<file path="src/rtl/uart_cmd_defs_pkg.sv">
// ---------------------------------------------------------------------------
// uart_cmd_defs
// Shared definitions for the UART host-link command sequencer: opcode
// constants, the byte type used on the receive side and the FSM state
// encoding. The build macro UART_CMD_CHECKSUM_EN (see uart_cmd_sequencer)
// decides whether ST_CHECK is ever entered; the encoding is the same in
// both builds.
// ---------------------------------------------------------------------------
package uart_cmd_defs;

    typedef logic [7:0] byte_t;

    localparam byte_t OP_WRITE = 8'h57;  // 'W' AH AL LEN D0..Dn
    localparam byte_t OP_HOLD  = 8'h48;  // 'H' V

    typedef enum logic [2:0] {
        ST_IDLE     = 3'd0,
        ST_ADDR_HI  = 3'd1,
        ST_ADDR_LO  = 3'd2,
        ST_LEN      = 3'd3,
        ST_DATA     = 3'd4,
        ST_WRITE    = 3'd5,
        ST_HOLD_ARG = 3'd6,
        ST_CHECK    = 3'd7
    } state_t;

    // A length byte of zero encodes a 256-byte transfer.
    function automatic logic [8:0] len_decode(input byte_t len_byte);
        return (len_byte == 8'd0) ? 9'd256 : {1'b0, len_byte};
    endfunction

endpackage

</file>
<file path="src/rtl/uart_cmd_skid.sv">
// ---------------------------------------------------------------------------
// uart_cmd_skid
// One-entry byte buffer between the UART receiver and the command parser.
// A byte is captured on rx_ready; it stays until the parser consumes it.
// A byte arriving while the entry is occupied and not being consumed in
// the same cycle is dropped and the sticky overrun flag is raised.
//
// Ports
//   clock, reset : system clock, synchronous active-high reset
//   rx_byte      : received byte, valid with rx_ready
//   rx_ready     : one-cycle pulse per received byte
//   consume      : parser takes the buffered byte this cycle
//   full         : buffer holds an unconsumed byte
//   data         : buffered byte
//   overrun      : sticky, a byte was lost; cleared only by reset
// ---------------------------------------------------------------------------
module uart_cmd_skid
    import uart_cmd_defs::*;
(
    input  logic  clock,
    input  logic  reset,
    input  byte_t rx_byte,
    input  logic  rx_ready,
    input  logic  consume,
    output logic  full,
    output byte_t data,
    output logic  overrun
);

    always_ff @(posedge clock) begin
        if (reset) begin
            full    <= 1'b0;
            data    <= 8'd0;
            overrun <= 1'b0;
        end else if (rx_ready) begin
            if (full && !consume) begin
                // Occupied and not draining: the new byte is lost.
                overrun <= 1'b1;
            end else begin
                // Empty, or draining this cycle: the entry is refilled.
                data <= rx_byte;
                full <= 1'b1;
            end
        end else if (consume) begin
            full <= 1'b0;
        end
    end

endmodule

</file>
<file path="src/rtl/uart_cmd_sequencer.sv">
// ---------------------------------------------------------------------------
// uart_cmd_sequencer
// Host-link command controller behind the UART receiver. Parses framed
// commands from the received byte stream and sequences byte writes into
// SPC700 memory over a req/ack port; also drives the CPU-hold line.
//
//   'W' AH AL LEN D0..Dn : write LEN bytes (0 = 256) upward from {AH,AL}
//   'H' V                : cpu_hold <= V[0]
//
// Build option: define UART_CMD_CHECKSUM_EN to require a trailing checksum
// byte on every command (8-bit sum of all command bytes incl. checksum
// must be zero). Without it, commands end directly after their last byte.
//
// Ports
//   clock, reset   : system clock, synchronous active-high reset
//   rx_byte        : received byte, valid with rx_ready
//   rx_ready       : one-cycle pulse per received byte
//   mem_req        : write request, held until mem_ack
//   mem_addr       : write address, stable while mem_req is high
//   mem_wdata      : write data, stable while mem_req is high
//   mem_ack        : write accepted
//   cpu_hold       : halt request to the SPC700 core
//   busy           : FSM is not idle
//   cmd_done       : one-cycle pulse, command completed
//   cmd_err        : one-cycle pulse, bad opcode / timeout / checksum fail
//   overrun        : sticky, a received byte was lost
// ---------------------------------------------------------------------------
module uart_cmd_sequencer
    import uart_cmd_defs::*;
#(
    parameter int ADDR_W       = 16,
    parameter int IDLE_TIMEOUT = 400000,
    parameter int TO_W         = 20
) (
    input  logic              clock,
    input  logic              reset,
    input  logic [7:0]        rx_byte,
    input  logic              rx_ready,
    output logic              mem_req,
    output logic [ADDR_W-1:0] mem_addr,
    output logic [7:0]        mem_wdata,
    input  logic              mem_ack,
    output logic              cpu_hold,
    output logic              busy,
    output logic              cmd_done,
    output logic              cmd_err,
    output logic              overrun
);

    // Where a command goes once its payload is complete.
`ifdef UART_CMD_CHECKSUM_EN
    localparam state_t ST_END = ST_CHECK;
`else
    localparam state_t ST_END = ST_IDLE;
`endif

    state_t            state;
    state_t            state_next;
    logic              skid_full;
    byte_t             skid_data;
    logic              consume;
    logic              timeout_hit;
    logic [TO_W-1:0]   to_cnt;
    logic [7:0]        addr_hi;
    logic [ADDR_W-1:0] addr_q;
    logic [8:0]        remaining;
`ifdef UART_CMD_CHECKSUM_EN
    logic [7:0]        sum;
    logic              is_hold;
    logic              hold_arg;
`endif

    uart_cmd_skid u_skid (
        .clock    (clock),
        .reset    (reset),
        .rx_byte  (rx_byte),
        .rx_ready (rx_ready),
        .consume  (consume),
        .full     (skid_full),
        .data     (skid_data),
        .overrun  (overrun)
    );

    // State register
    always_ff @(posedge clock) begin
        if (reset) state <= ST_IDLE;
        else       state <= state_next;
    end

    // Next-state logic
    always_comb begin
        state_next = state;
        case (state)
            ST_IDLE: begin
                if (consume) begin
                    if (skid_data == OP_WRITE)     state_next = ST_ADDR_HI;
                    else if (skid_data == OP_HOLD) state_next = ST_HOLD_ARG;
                end
            end
            ST_ADDR_HI:  if (consume) state_next = ST_ADDR_LO;
            ST_ADDR_LO:  if (consume) state_next = ST_LEN;
            ST_LEN:      if (consume) state_next = ST_DATA;
            ST_DATA:     if (consume) state_next = ST_WRITE;
            ST_WRITE: begin
                if (mem_ack) state_next = (remaining == 9'd1) ? ST_END : ST_DATA;
            end
            ST_HOLD_ARG: if (consume) state_next = ST_END;
            ST_CHECK:    if (consume) state_next = ST_IDLE;
            default:     state_next = ST_IDLE;
        endcase
        if (timeout_hit) state_next = ST_IDLE;
    end

    // Output / control decode
    always_comb begin
        busy        = (state != ST_IDLE);
        // Every state except WRITE parses bytes, so a waiting byte is taken.
        consume     = skid_full && (state != ST_WRITE);
        // Fires on the cycle the idle counter would reach IDLE_TIMEOUT.
        timeout_hit = (state != ST_IDLE) && (state != ST_WRITE) && !skid_full &&
                      (to_cnt == TO_W'(IDLE_TIMEOUT - 1));
    end

    // Datapath and registered outputs
    always_ff @(posedge clock) begin
        if (reset) begin
            mem_req   <= 1'b0;
            mem_addr  <= '0;
            mem_wdata <= 8'd0;
            cpu_hold  <= 1'b0;
            cmd_done  <= 1'b0;
            cmd_err   <= 1'b0;
            to_cnt    <= '0;
            addr_hi   <= 8'd0;
            addr_q    <= '0;
            remaining <= 9'd0;
`ifdef UART_CMD_CHECKSUM_EN
            sum       <= 8'd0;
            is_hold   <= 1'b0;
            hold_arg  <= 1'b0;
`endif
        end else begin
            cmd_done <= 1'b0;
            cmd_err  <= timeout_hit;

            // The counter holds (rather than clears) during WRITE; it was
            // already cleared by the data byte that started the write.
            if (state == ST_IDLE || consume) to_cnt <= '0;
            else if (state != ST_WRITE)      to_cnt <= to_cnt + TO_W'(1);

`ifdef UART_CMD_CHECKSUM_EN
            if (consume) sum <= (state == ST_IDLE) ? skid_data : sum + skid_data;
`endif

            case (state)
                ST_IDLE: begin
                    if (consume) begin
                        if (skid_data != OP_WRITE && skid_data != OP_HOLD) cmd_err <= 1'b1;
`ifdef UART_CMD_CHECKSUM_EN
                        is_hold <= (skid_data == OP_HOLD);
`endif
                    end
                end
                ST_ADDR_HI: if (consume) addr_hi <= skid_data;
                ST_ADDR_LO: if (consume) addr_q <= ADDR_W'({addr_hi, skid_data});
                ST_LEN:     if (consume) remaining <= len_decode(skid_data);
                ST_DATA: begin
                    if (consume) begin
                        mem_addr  <= addr_q;
                        mem_wdata <= skid_data;
                        mem_req   <= 1'b1;
                    end
                end
                ST_WRITE: begin
                    if (mem_ack) begin
                        mem_req   <= 1'b0;
                        addr_q    <= addr_q + ADDR_W'(1);
                        remaining <= remaining - 9'd1;
`ifndef UART_CMD_CHECKSUM_EN
                        if (remaining == 9'd1) cmd_done <= 1'b1;
`endif
                    end
                end
                ST_HOLD_ARG: begin
                    if (consume) begin
`ifdef UART_CMD_CHECKSUM_EN
                        // Applied only once the checksum passes.
                        hold_arg <= skid_data[0];
`else
                        cpu_hold <= skid_data[0];
                        cmd_done <= 1'b1;
`endif
                    end
                end
                ST_CHECK: begin
`ifdef UART_CMD_CHECKSUM_EN
                    if (consume) begin
                        if (8'(sum + skid_data) == 8'd0) begin
                            cmd_done <= 1'b1;
                            if (is_hold) cpu_hold <= hold_arg;
                        end else begin
                            cmd_err <= 1'b1;
                        end
                    end
`endif
                end
                default: ;
            endcase
        end
    end

endmodule
</file>
<file path="config.mk">
export PLATFORM = sky130hd
export DESIGN_NAME = uart_cmd_sequencer
export DESIGN_NICKNAME = d
export VERILOG_FILES = /design/src/rtl/uart_cmd_defs_pkg.sv /design/src/rtl/uart_cmd_skid.sv /design/src/rtl/uart_cmd_sequencer.sv
export SDC_FILE = /design/constraint.sdc
export NUM_CORES = 1
export LEC_CHECK = 0
export BUFFER_PORTS_ARGS = -buffer_cell sky130_fd_sc_hd__buf_2
export CAP_MARGIN = 25
export CORE_UTILIZATION = 59
export DETAILED_ROUTE_END_ITERATION = 6
export PLACE_DENSITY = 0.79
export SLEW_MARGIN = 20
export SYNTH_ARGS = -nofsm -noshare
export SYNTH_HDL_FRONTEND = slang
export SYNTH_SLANG_ARGS = --single-unit
export TNS_END_PERCENT = 10
</file>
<file path="constraint.sdc">
create_clock -name clock -period 2 [get_ports clock]
set_input_delay 0.2 -clock clock [delete_from_list [all_inputs] [get_ports clock]]
set_output_delay 0.2 -clock clock [all_outputs]
set_load 0.005 [all_outputs]
</file>
* Word level (Yosys, flattened, before mapping)
Cells that the tools add are included.
Operators by class: $add $sub $neg 3, eq/ne operators 23, muxes and demuxes 31, bitwise operators 1, reductions and logical operators 29
Operators by type and width (count):
- $mux 16 | 2
- $pmux 16 s2 | 1
- $mux 3 | 10
- $mux 9 | 3
- $pmux 3 s7 | 1
- $add 20x1->20 const B | 1
- $eq 20x19->1 const B | 1
- $pmux 9 s2 | 1
- $add 16x1->16 const B | 1
- $eq 8x7->1 const B | 2
- $ne 8x7->1 const B | 2
- $ne 2x2->1 const B | 7
- $eq 3x3->1 const B | 4
- $reduce_and 2->1 | 6
- $mux 1 | 11
- $eq 9x1->1 const B | 1
- $reduce_and 3->1 | 3
- $sub 9x1->9 const B | 1
- $logic_not 8->1 | 1
- $reduce_and 8->1 | 1
- $reduce_bool 2->1 | 4
- $eq 3x2->1 const B | 2
- $logic_and 1x1->1 | 6
- $ne 3x3->1 const B | 2
- 9 further kinds | 13
Word-level totals: bits in registers 94, input bits 12, output and inout port bits 30, logic and storage cells 101

* Depth between registers and ports, before layout
Gate-level depths: netlist (run 1).
depth after elaboration 7, depth in mapped cells 8, mapped depth without buffers 6

* Modules after synthesis
Synthesis (run 1) repeated with hierarchy kept, for this count alone.
Second synthesis, totals: cell total of the unflattened synthesis 567, area, all modules 4585.6 µm²
By module, submodules not included:
- uart_cmd_sequencer | times used 1, cells an instance 525, area each 4150.2 µm², sequential area each 1681.6 µm²
- uart_cmd_skid | times used 1, cells an instance 42, area each 435.4 µm², sequential area each 200.2 µm²

* Worst setup path after synthesis (run 1)
OpenSTA, ideal clock, no wires.
path type register to register, start reg remaining[0], end reg remaining[7], setup time 0.131 ns, arrival 1.589 ns, data required time 1.869 ns, path slack 0.281 ns, stages on the path, launching flop included 6, path buffers 0, period minus slack after synthesis 1.719 ns, cell sequence dfxtp_1 > or4_4 > or4_4 > a21oi_1 > or2b_2 > a21oi_2
Between the ends: cells in the longest elaborated chain, start to end 3
RTL lines:
- start, declared | RTL line uart_cmd_sequencer.sv:66 | logic [8:0] remaining;
- start signal, assigned | RTL line uart_cmd_sequencer.sv:166 | ST_LEN: if (consume) remaining <= len_decode(skid_data);
- start signal, assigned | RTL line uart_cmd_sequencer.sv:178 | remaining <= remaining - 9'd1;
- $sub 9x1->9 | RTL line uart_cmd_sequencer.sv:178
- $mux 9 | RTL line uart_cmd_sequencer.sv:175 | if (mem_ack) begin
- $pmux 9 s2 | RTL line uart_cmd_sequencer.sv:155 | case (state)
No other way between the ends. The select of a mux whose other input is x is not followed. A chain may end at the register's enable or synchronous reset.

* Worst setup path in the final report (run 1)
Same ends and word-level chain as after synthesis.

==> summary.md, run 1 <==
| Metric | Value |
|---|---|
| Max VDD drop | `0.5013 mV` |
| Via density | `5.860` |
| #FFs+latches synth | `94` |
| Slew @ Worst Pin | `0.5113 ns` |
| Post-Syn Instances | `543` |
| Final Critical Period | `1.857 ns` |
| Hold buffer count at CTS | `0` |
| Setup crit end kind | `register` |
| IO Pins | `42` |
| Vias in the first global route | `3,548` |
| Data required time of the critical path | `2.25 ns` |
| Fill cells | `613` |
| CP top delay family | `simple AND/OR/NAND/NOR gates` |
| Most common cell on crit path | `or4_4` |
| ANT nets after route | `0` |
| Core area | `7253 um^2` |
| Crit-path slowest cell | `or4_4` |
| DRT iter0 DRCs | `286` |
| CTS sink cnt | `94` |
| Mean area per synthesized cell | `8.111 um^2` |
| TritonCTS clock tree | `built` |
| RSZ-0062 raised after global routing | `false` |
| Type of the worst min-delay path | `in2reg` |
| Via count | `4,049` |
| Drt drc | `0` |
| Die ar. | `7815 um^2` |
| Top cell type by total area after synthesis | `dfxtp_1` |
| Root Buffer | `clkbuf_8` |
| Crit path buffers/inverters | `0` |
| Max-cap viol count | `0` |
| First-pass GRT wire length | `16,390 um` |
| Pins Over Slew Limit | `0` |
| Fraction of layout cells with a size suffix above 1 | `17.74%` |
| Overall die width | `88.40 um` |
| Most frequent cells in the layout | `94 x dfxtp_1, 79 x nand2_1, 76 x nor2_1, 60 x a21oi_1, 41 x buf_2` |
| CP peak stage delay | `0.56 ns` |
| Largest net degree at the start of global routing | `76` |
| GPL Wtd Cong | `0.9438` |
| Worst skew pair latency | `0.36 ns` |
| Worst hold slack | `0.06169 ns` |
| Crit path cell chain | `or4_4 -> or4_4 -> a21oi_1 -> or2b_2 -> a21oi_2` |
| Number of flops mapped to enable cells by yosys | `0` |
| Final hold vios | `0` |
| Critical Path Start Type | `register` |
| Asr flop ratio synth | `0%` |
| HPWL after detailed placement | `7042 um` |
| CTS clk-pin slew, worst paths | `0.09 ns` |
| Total Wirelength | `10,150 um` |
| Setup CP Type | `reg2reg` |
| Static Leak | `1.831 nW` |
| Ant diodes | `0` |
| Sequential Area | `1882 um^2` |
| Synth Flop Type | `dfxtp_1` |
| Max clock buf depth | `2` |
| Gr ovfl total | `0` |
| Die height | `88.40 um` |
| Area of the multi-input gates | `2345 um^2` |
| Initial antenna violation count | `0` |
| Initial Utilization | `60.72%` |
| Fmax | `0.5386 GHz` |
| WL/cell | `14.69 um` |
| Mapped Nets | `559` |
| # resized after CTS | `0` |
| CP Data Arrival Time | `2.10 ns` |
| Share of the synthesized area in the top cell type | `42.73%` |
| Part of the Yosys area used for sequential elements | `42.73%` |
| Setup bufs post-CTS | `0` |
| Sum Neg Setup Slack | `0 ns` |
| Post-layout nets | `603` |
| H-tree Lvls | `3` |
| Max transition margin | `64.94%` |
| Drt pass-1 iters | `5` |
| Pwr dens | `659.6 nW/um^2` |
| Mapped Area | `4404 um^2` |
| Worst-path maximum fanout | `6` |
| All-Layer GR Usage | `27.16%` |
| Final setup fails | `0` |
| Clk_skew | `0.01148 ns` |
| Fin crit share | `92.83%` |
| Port bufs | `41` |
| Syn-to-layout area delta | `13.92%` |
| Distinct cells, synth | `66` |
| Synth Warn # | `0` |
| Total CTS buffers | `9` |
| # rows | `31` |
| Synth area leaders | `dfxtp_1 43%, a21oi_1 6.8%, nand2_1 6.7%` |
| Run status | `finished clean` |
| Commonest non-fill, non-tap cell in the layout | `dfxtp_1` |
-- through the flow --
stage	setup WS [ns]	power (W)	utilization, %	cells	cell area (um^2)
after floorplan	0.2808	0.002008	-	543	4404
after global placement	0.2498	0.002055	66.33	675	4811
after detailed placement	0.2151	0.002059	66.33	675	4811
after CTS	0.1564	0.003333	69.17	691	5017
after global routing	0.03108	0.003428	69.17	691	5017
final	0.1435	0.003310	69.17	691	5017
-- synthesized netlist by cell type, drive strengths merged (3+ instances only) --
master / instances
clkbuf: 21
nand3: 20
and3b: 3
nor4: 4
a211oi: 4
or3: 7
nand4: 9
and2: 3
o21ai: 22
nand2b: 6
o21a: 5
dfxtp: 94
xor2: 8
or4: 8
nand3b: 3
a31oi: 3
inv: 8
nor3: 14
a21oi: 62
nor2: 76
ha: 4
nand2: 79
mux2i: 18
xnor2: 8
a21o: 3
buf: 12
and3: 6
-- worst min-delay path, delay by kind of cell --
kind	cells	cell delay [ns]
multiplexers	1	0.05
AND/OR/NAND/NOR	1	0.07
buffers and inverters	1	0.07
-- state kept, by name, summed over array words and instances, names as in the netlist, 3 cells and up --
| register | count |
|---|---|
| addr_hi | 8 |
| addr_q | 16 |
| mem_wdata | 8 |
| remaining | 9 |
| state | 3 |
| to_cnt | 20 |
| mem_addr | 16 |
| u_skid.data | 8 |
-- logic make-up (layout without fill, tap and decap cells) --
group | after synthesis | in the layout | synth area share (%)
AND/OR/NAND/NOR | 250 | 250 | 28.10
XOR/XNOR | 16 | 16 | 3.182
flip-flops | 94 | 94 | 42.73
AO/OA/AOI/OAI | 119 | 119 | 16.36
adder cells (fa/ha/maj) | 4 | 4 | 1.136
multiplexers | 19 | 19 | 4.347
buffers and inverters | 41 | 90 | 4.148
-- final timing paths --
check	from	end	slack, ns	cells after the start
max	remaining[0]	remaining[7]	0.14	5
min	rx_byte[0]	u_skid.data[0]	0.06	3
max reg2reg	remaining[0]	remaining[7]	0.14	5
min reg2reg	mem_addr[1]	mem_addr[1]	0.46	2
-- routing by layer --
metal | vias up | part of all wire (%) | global-route usage, %
met4 | 0 | 3.5 | 13.49
met2 | 133 | 46 | 42.59
li1 | 1995 | - | -
met5 | - | 0 | 0
met1 | 1890 | 45 | 36.79
met3 | 31 | 5.4 | 3.825
-- cell type report --
cell class	instances	area share, %
Clock inverter	7	1.646
Sequential cell	94	37.51
Tap cell	99	2.469
Clock buffer	9	2.469
Timing Repair Buffer	66	8.579
Multi-Input combinational cell	408	46.73
Inverter	8	0.5985
-- report_power, final --
group          switching [W]  internal, W
Clock               0.000698     0.000595
Sequential         0.0000173      0.00188
Combinational      0.0000710    0.0000470
(Power assumes the default switching activity.)
==> run 2, diff against run 1 <==
- clock period: 2 -> 2.13 ns (I/O delays scaled with it)
==> summary.md, run 2 (same netlist as run 1, synthesis figures left out) <==
| Metric | Value |
|---|---|
| Setup bufs post-CTS | `0 (unchanged)` |
| Total CTS buffers | `9 (unchanged)` |
| Total Wirelength | `10,060 um (-0.90%)` |
| All-Layer GR Usage | `27.32% (+0.16 points)` |
| Type of the worst min-delay path | `in2reg` |
| TritonCTS clock tree | `built` |
| First-pass GRT wire length | `16,740 um (+2.1%)` |
| Largest regs | `to_cnt (20), addr_q (16), mem_addr (16)` |
| Grt met2 use | `42.87% (+0.28 points)` |
| Drt pass-1 iters | `5 (unchanged)` |
| H-tree Lvls | `3 (unchanged)` |
| Max FFs per register | `20 (unchanged)` |
| WL/cell | `14.67 um (-0.17%)` |
| GPL Wtd Cong | `0.9208 (-2.4%)` |
| Clk_skew | `0.01464 ns (+0.003161 ns)` |
| Vias in the first global route | `3,479 (-1.9%)` |
| Overall die width | `88.40 um (unchanged)` |
| Tot Pwr | `0.003013 W (-9.0%)` |
| Non-Filler Instances | `686 (-0.72%)` |
| Commonest non-fill, non-tap cell in the layout | `dfxtp_1` |
| Pwr dens | `610.6 nW/um^2 (-7.4%)` |
| # rows | `31 (unchanged)` |
| Die height | `88.40 um (unchanged)` |
| RSZ-0062 raised after global routing | `false` |
| Slew @ Worst Pin | `0.5184 ns (+0.007033 ns)` |
| Hold buffer count at CTS | `0 (unchanged)` |
| Max-cap viol count | `0 (unchanged)` |
| Final Critical Period | `1.872 ns (+0.01593 ns)` |
| Ant diodes | `0 (unchanged)` |
| GR peak layer | `met2` |
| CTS clk-pin slew, worst paths | `0.10 ns (about the same)` |
| # resized after CTS | `0 (unchanged)` |
| Die ar. | `7815 um^2 (unchanged)` |
| Static Leak | `1.790 nW (-2.3%)` |
| Largest net degree at the start of global routing | `76 (unchanged)` |
| Gr ovfl total | `0 (unchanged)` |
| CP Data Arrival Time | `2.14 ns (+0.04 ns)` |
| Met3 usage | `6.063% (+2.2 points)` |
| Initial antenna violation count | `0 (unchanged)` |
| Fraction of layout cells with a size suffix above 1 | `17.04% (-0.70 points)` |
| Initial Utilization | `60.72% (unchanged)` |
| Post-Route Utilization | `68.04% (-1.1 points)` |
| ANT nets after route | `0 (unchanged)` |
| Max clock buf depth | `2 (unchanged)` |
| Final setup fails | `0 (unchanged)` |
| Post-layout nets | `598 (-0.83%)` |
| Root Buffer | `clkbuf_8` |
| Critical Path Start Type | `register` |
| Met1 usage | `37.49% (+0.70 points)` |
| DRT iter0 DRCs | `335 (+17%)` |
| Via density | `5.794 (-1.1%)` |
| Run status | `finished clean` |
| Port bufs | `41 (unchanged)` |
| IO Pins | `42 (unchanged)` |
| Fin crit share | `87.91% (-4.9 points)` |
| Final hold vios | `0 (unchanged)` |
| Drt drc | `0 (unchanged)` |
| Setup crit end kind | `register` |
| CTS sink cnt | `94 (unchanged)` |
| Most frequent cells in the layout | `94 x dfxtp_1, 79 x nand2_1, 76 x nor2_1, 60 x a21oi_1, 41 x buf_2` |
| Data required time of the critical path | `2.40 ns (+0.15 ns)` |
| Max VDD drop | `0.5125 mV (+2.2%)` |
| Worst skew pair latency | `0.36 ns (about the same)` |
| Core area | `7253 um^2 (unchanged)` |
| HPWL after detailed placement | `6961 um (-1.2%)` |
| Pins Over Slew Limit | `0 (unchanged)` |
| Biggest register | `to_cnt` |
| Setup CP Type | `reg2reg` |
| Fmax | `0.5341 GHz (-0.85%)` |
| Syn-to-layout area delta | `12.05%` |
| Sum Neg Setup Slack | `0 ns (unchanged)` |
| Worst hold slack | `0.08539 ns (+0.02370 ns)` |
| Max transition margin | `65.44% (+0.50 points)` |
| Via count | `3,975 (-1.8%)` |
| Worst-path maximum fanout | `30 (+24)` |
| # placed instances | `670 (-0.74%)` |
==> run 2: cell types whose count changed in the layout (fill, tap and decap cells not counted) <==
cell / change
buf_12: -2
buf_4: -3
clkinvlp_4: -1
bufinv_16: -1
inv_6: +2
==> run 2: final timing paths <==
check                           depth (start not counted)  slack [ns]        endpoint    startpoint
worst max-delay path                                    5        0.26    remaining[5]      state[0]
worst min-delay path                                    3        0.09  u_skid.data[1]    rx_byte[1]
worst max register to register                          5        0.26    remaining[5]      state[0]
worst min register to register                          2        0.45    mem_addr[12]  mem_addr[12]
==> run 2: critical path, stage by stage, from the launching register on <==
cell      delay [ns]
dfxtp_1         0.44
and3b_1         0.43
buf_4           0.37
nor2_1          0.09
a31o_2          0.22
a211oi_1        0.22
==> run 2: metrics by stage <==
stage               cell area [um^2]  worst slack (ns)
finish                          4935            0.2575
global route                    4935           0.07634
CTS                             4935            0.2674
detailed placement              4748            0.2681
global placement                4748            0.3412
floorplan                       4404            0.4108
==> run 2: cell type report <==
cell class	count	area (um^2)
sequential	94	1882
inverter	8	30.03
multi-input combinational	408	2345
clock buffer	9	123.9
timing repair buffer	61	367.9
clock inverter	7	62.56
fill	616	2318
tap	99	123.9
==> run 2: power breakdown <==
group	switching [W]	internal, W	total (W)
Clock	0.000674	0.000449	0.00112
Combinational	0.0000617	0.0000425	0.000104
Sequential	0.0000181	0.00177	0.00179
Total	0.000754	0.00226	0.00301
==> run 2: metal layers <==
metal / routed length (um) / vias to the layer above
li1: - / 1979
met1: 4642 / 1834
met2: 4661 / 145
met3: 586 / 17
met4: 170 / 0
met5: 0 / -
==> run 3, diff against run 2 <==
- CELL_PAD_IN_SITES_DETAIL_PLACEMENT: not set -> 1
- CELL_PAD_IN_SITES_GLOBAL_PLACEMENT: not set -> 1
- CORE_UTILIZATION: 59 -> 44
- PLACE_DENSITY: 0.79 -> not set
- PLACE_DENSITY_LB_ADDON: not set -> 0.1
==> summary.md, run 3 (same netlist as run 1, synthesis figures left out) <==
| Metric | Value |
|---|---|
| Setup CP Type | `reg2reg` |
| Highest routed layer | `met4` |
| CP Data Arrival Time | `2.16 ns (+0.02 ns)` |
| GPL Wtd Cong | `0.8590 (-6.7%)` |
| # rows | `36 (+16%)` |
| Via count | `4,003 (+0.70%)` |
| Pwr dens | `630.9 nW/um^2 (+3.3%)` |
| Final Cell Area | `4999 um^2 (+1.3%)` |
| Run status | `finished clean` |
| Sequential share of power | `56.8% (-2.5 points)` |
| Met3 Wirelength | `441 um (-25%)` |
| IO Pins | `42 (unchanged)` |
| # placed instances | `704 (+5.1%)` |
| DRT iter0 DRCs | `166 (-50%)` |
| HPWL after detailed placement | `8331 um (+20%)` |
| Met2 WL | `5643 um (+21%)` |
| Drt drc | `0 (unchanged)` |
| Die height | `102.0 um (+15%)` |
| Drt pass-1 iters | `4 (-1)` |
| CTS clk-pin slew, worst paths | `0.09 ns (about the same)` |
| Max FFs per register | `20 (unchanged)` |
| # resized after CTS | `0 (unchanged)` |
| NetSw | `0.0007160 W (-5.0%)` |
| Sum Neg Setup Slack | `0 ns (unchanged)` |
| Total CTS buffers | `9 (unchanged)` |
| Max clock buf depth | `2 (unchanged)` |
| Fin crit share | `87.09% (-0.82 points)` |
| CTS sink cnt | `94 (unchanged)` |
| Largest net degree at the start of global routing | `76 (unchanged)` |
| Overall die width | `102.0 um (+15%)` |
| Clock power share | `40.0% (+2.7 points)` |
| Data required time of the critical path | `2.44 ns (+0.04 ns)` |
| Initial Utilization | `45.27% (-15 points)` |
| Final hold vios | `0 (unchanged)` |
| Port bufs | `41 (unchanged)` |
| DP Area | `4791 um^2 (+0.90%)` |
| Clk_skew | `0.01157 ns (-0.003071 ns)` |
| Share of total power in combinational logic | `3.2% (-0.3 points)` |
| H-tree Lvls | `3 (unchanged)` |
| RSZ-0062 raised after global routing | `false` |
| Commonest non-fill, non-tap cell in the layout | `dfxtp_1` |
| Total Wirelength | `12,160 um (+21%)` |
| Fmax | `0.5391 GHz (+0.94%)` |
| Pins Over Slew Limit | `0 (unchanged)` |
| Max VDD drop | `0.3460 mV (-32%)` |
| Max transition margin | `63.21% (-2.2 points)` |
| Ant diodes | `0 (unchanged)` |
| Worst skew pair latency | `0.37 ns (about the same)` |
| Setup bufs post-CTS | `0 (unchanged)` |
| Static Leak | `1.805 nW (+0.83%)` |
| Syn-to-layout area delta | `13.49%` |
| Most frequent cells in the layout | `94 x dfxtp_1, 79 x nand2_1, 76 x nor2_1, 60 x a21oi_1, 41 x buf_2` |
| ANT nets after route | `0 (unchanged)` |
| Setup crit end kind | `register` |
| Critical Path Start Type | `register` |
| Final Critical Period | `1.855 ns (-0.01748 ns)` |
| Worst-path maximum fanout | `6 (-80%)` |
| Hold buffer count at CTS | `0 (unchanged)` |
| Slew @ Worst Pin | `0.5518 ns (+0.03340 ns)` |
| Post-layout nets | `598 (unchanged)` |
| First-pass GRT wire length | `20,000 um (+19%)` |
| Fraction of layout cells with a size suffix above 1 | `16.89% (-0.14 points)` |
| Gr ovfl total | `0 (unchanged)` |
| Root Buffer | `clkbuf_8` |
| Die ar. | `10,410 um^2 (+33%)` |
| Initial antenna violation count | `0 (unchanged)` |
| All-Layer GR Usage | `24.93% (-2.4 points)` |
| Switch share | `22.70% (-2.3 points)` |
| Biggest register | `to_cnt` |
| Tot Pwr | `0.003154 W (+4.7%)` |
| Max-cap viol count | `0 (unchanged)` |
| Metal-1 WL | `5849 um (+26%)` |
| Largest regs | `to_cnt (20), addr_q (16), mem_addr (16)` |
| Vias in the first global route | `3,969 (+14%)` |
| WL/cell | `16.91 um (+15%)` |
| Via density | `5.567 (-3.9%)` |
| Non-Filler Instances | `719 (+4.8%)` |
| Type of the worst min-delay path | `in2reg` |
| Internal power | `0.002438 W (+7.9%)` |
| TritonCTS clock tree | `built` |
| Final setup fails | `0 (unchanged)` |
| Core area | `9729 um^2 (+34%)` |
==> run 3: path summary, 6_finish.rpt <==
check,start,end,slack [ns],depth (start not counted)
setup / recovery,addr_q[0],addr_q[14],0.28,6
hold / removal,rx_byte[4],u_skid.data[4],0.07,3
setup reg to reg,addr_q[0],addr_q[14],0.28,6
hold reg to reg,mem_addr[7],mem_addr[7],0.46,2
==> run 3: critical path: stages, from the launching register on <==
cell	delay (ns)
dfxtp_1	0.45
ha_1	0.24
nand3_1	0.18
nor2_1	0.21
nand3_1	0.12
or4_1	0.43
a31oi_1	0.16
==> run 3: layer usage <==
metal,global-route usage [%],up-vias
met2,39.39,75
met5,0,-
met3,4.104,13
li1,-,1979
met1,34.11,1936
met4,9.560,0
==> run 3: cell type report <==
class | instances | area (um^2)
clock inverter | 3 | 42.54
inverter | 8 | 30.03
fill | 1248 | 4731
multi-input combinational | 408 | 2345
sequential | 94 | 1882
clock buffer | 12 | 165.2
tap | 133 | 166.4
timing repair buffer | 61 | 367.9
==> run 3: metrics by stage <==
step,hold WS [ns],util (%),worst slack [ns]
after global routing,0.07099,51.38,0.1096
after CTS,0.06598,51.38,0.2561
after detailed placement,0.4454,49.24,0.2803
after global placement,0.4385,49.24,0.3316
after floorplan,0.3337,-,0.4108
final,0.06836,51.38,0.2750
==> run 3: power groups by stage <==
stage	sequential, W	combinational, W	clock (W)
floorplan	0.00182	0.0000679	0
global placement	0.00183	0.0000993	0
detailed placement	0.00183	0.000101	0
CTS	0.00179	0.000103	0.00129
global route	0.00179	0.000112	0.00136
finish	0.00179	0.000102	0.00126
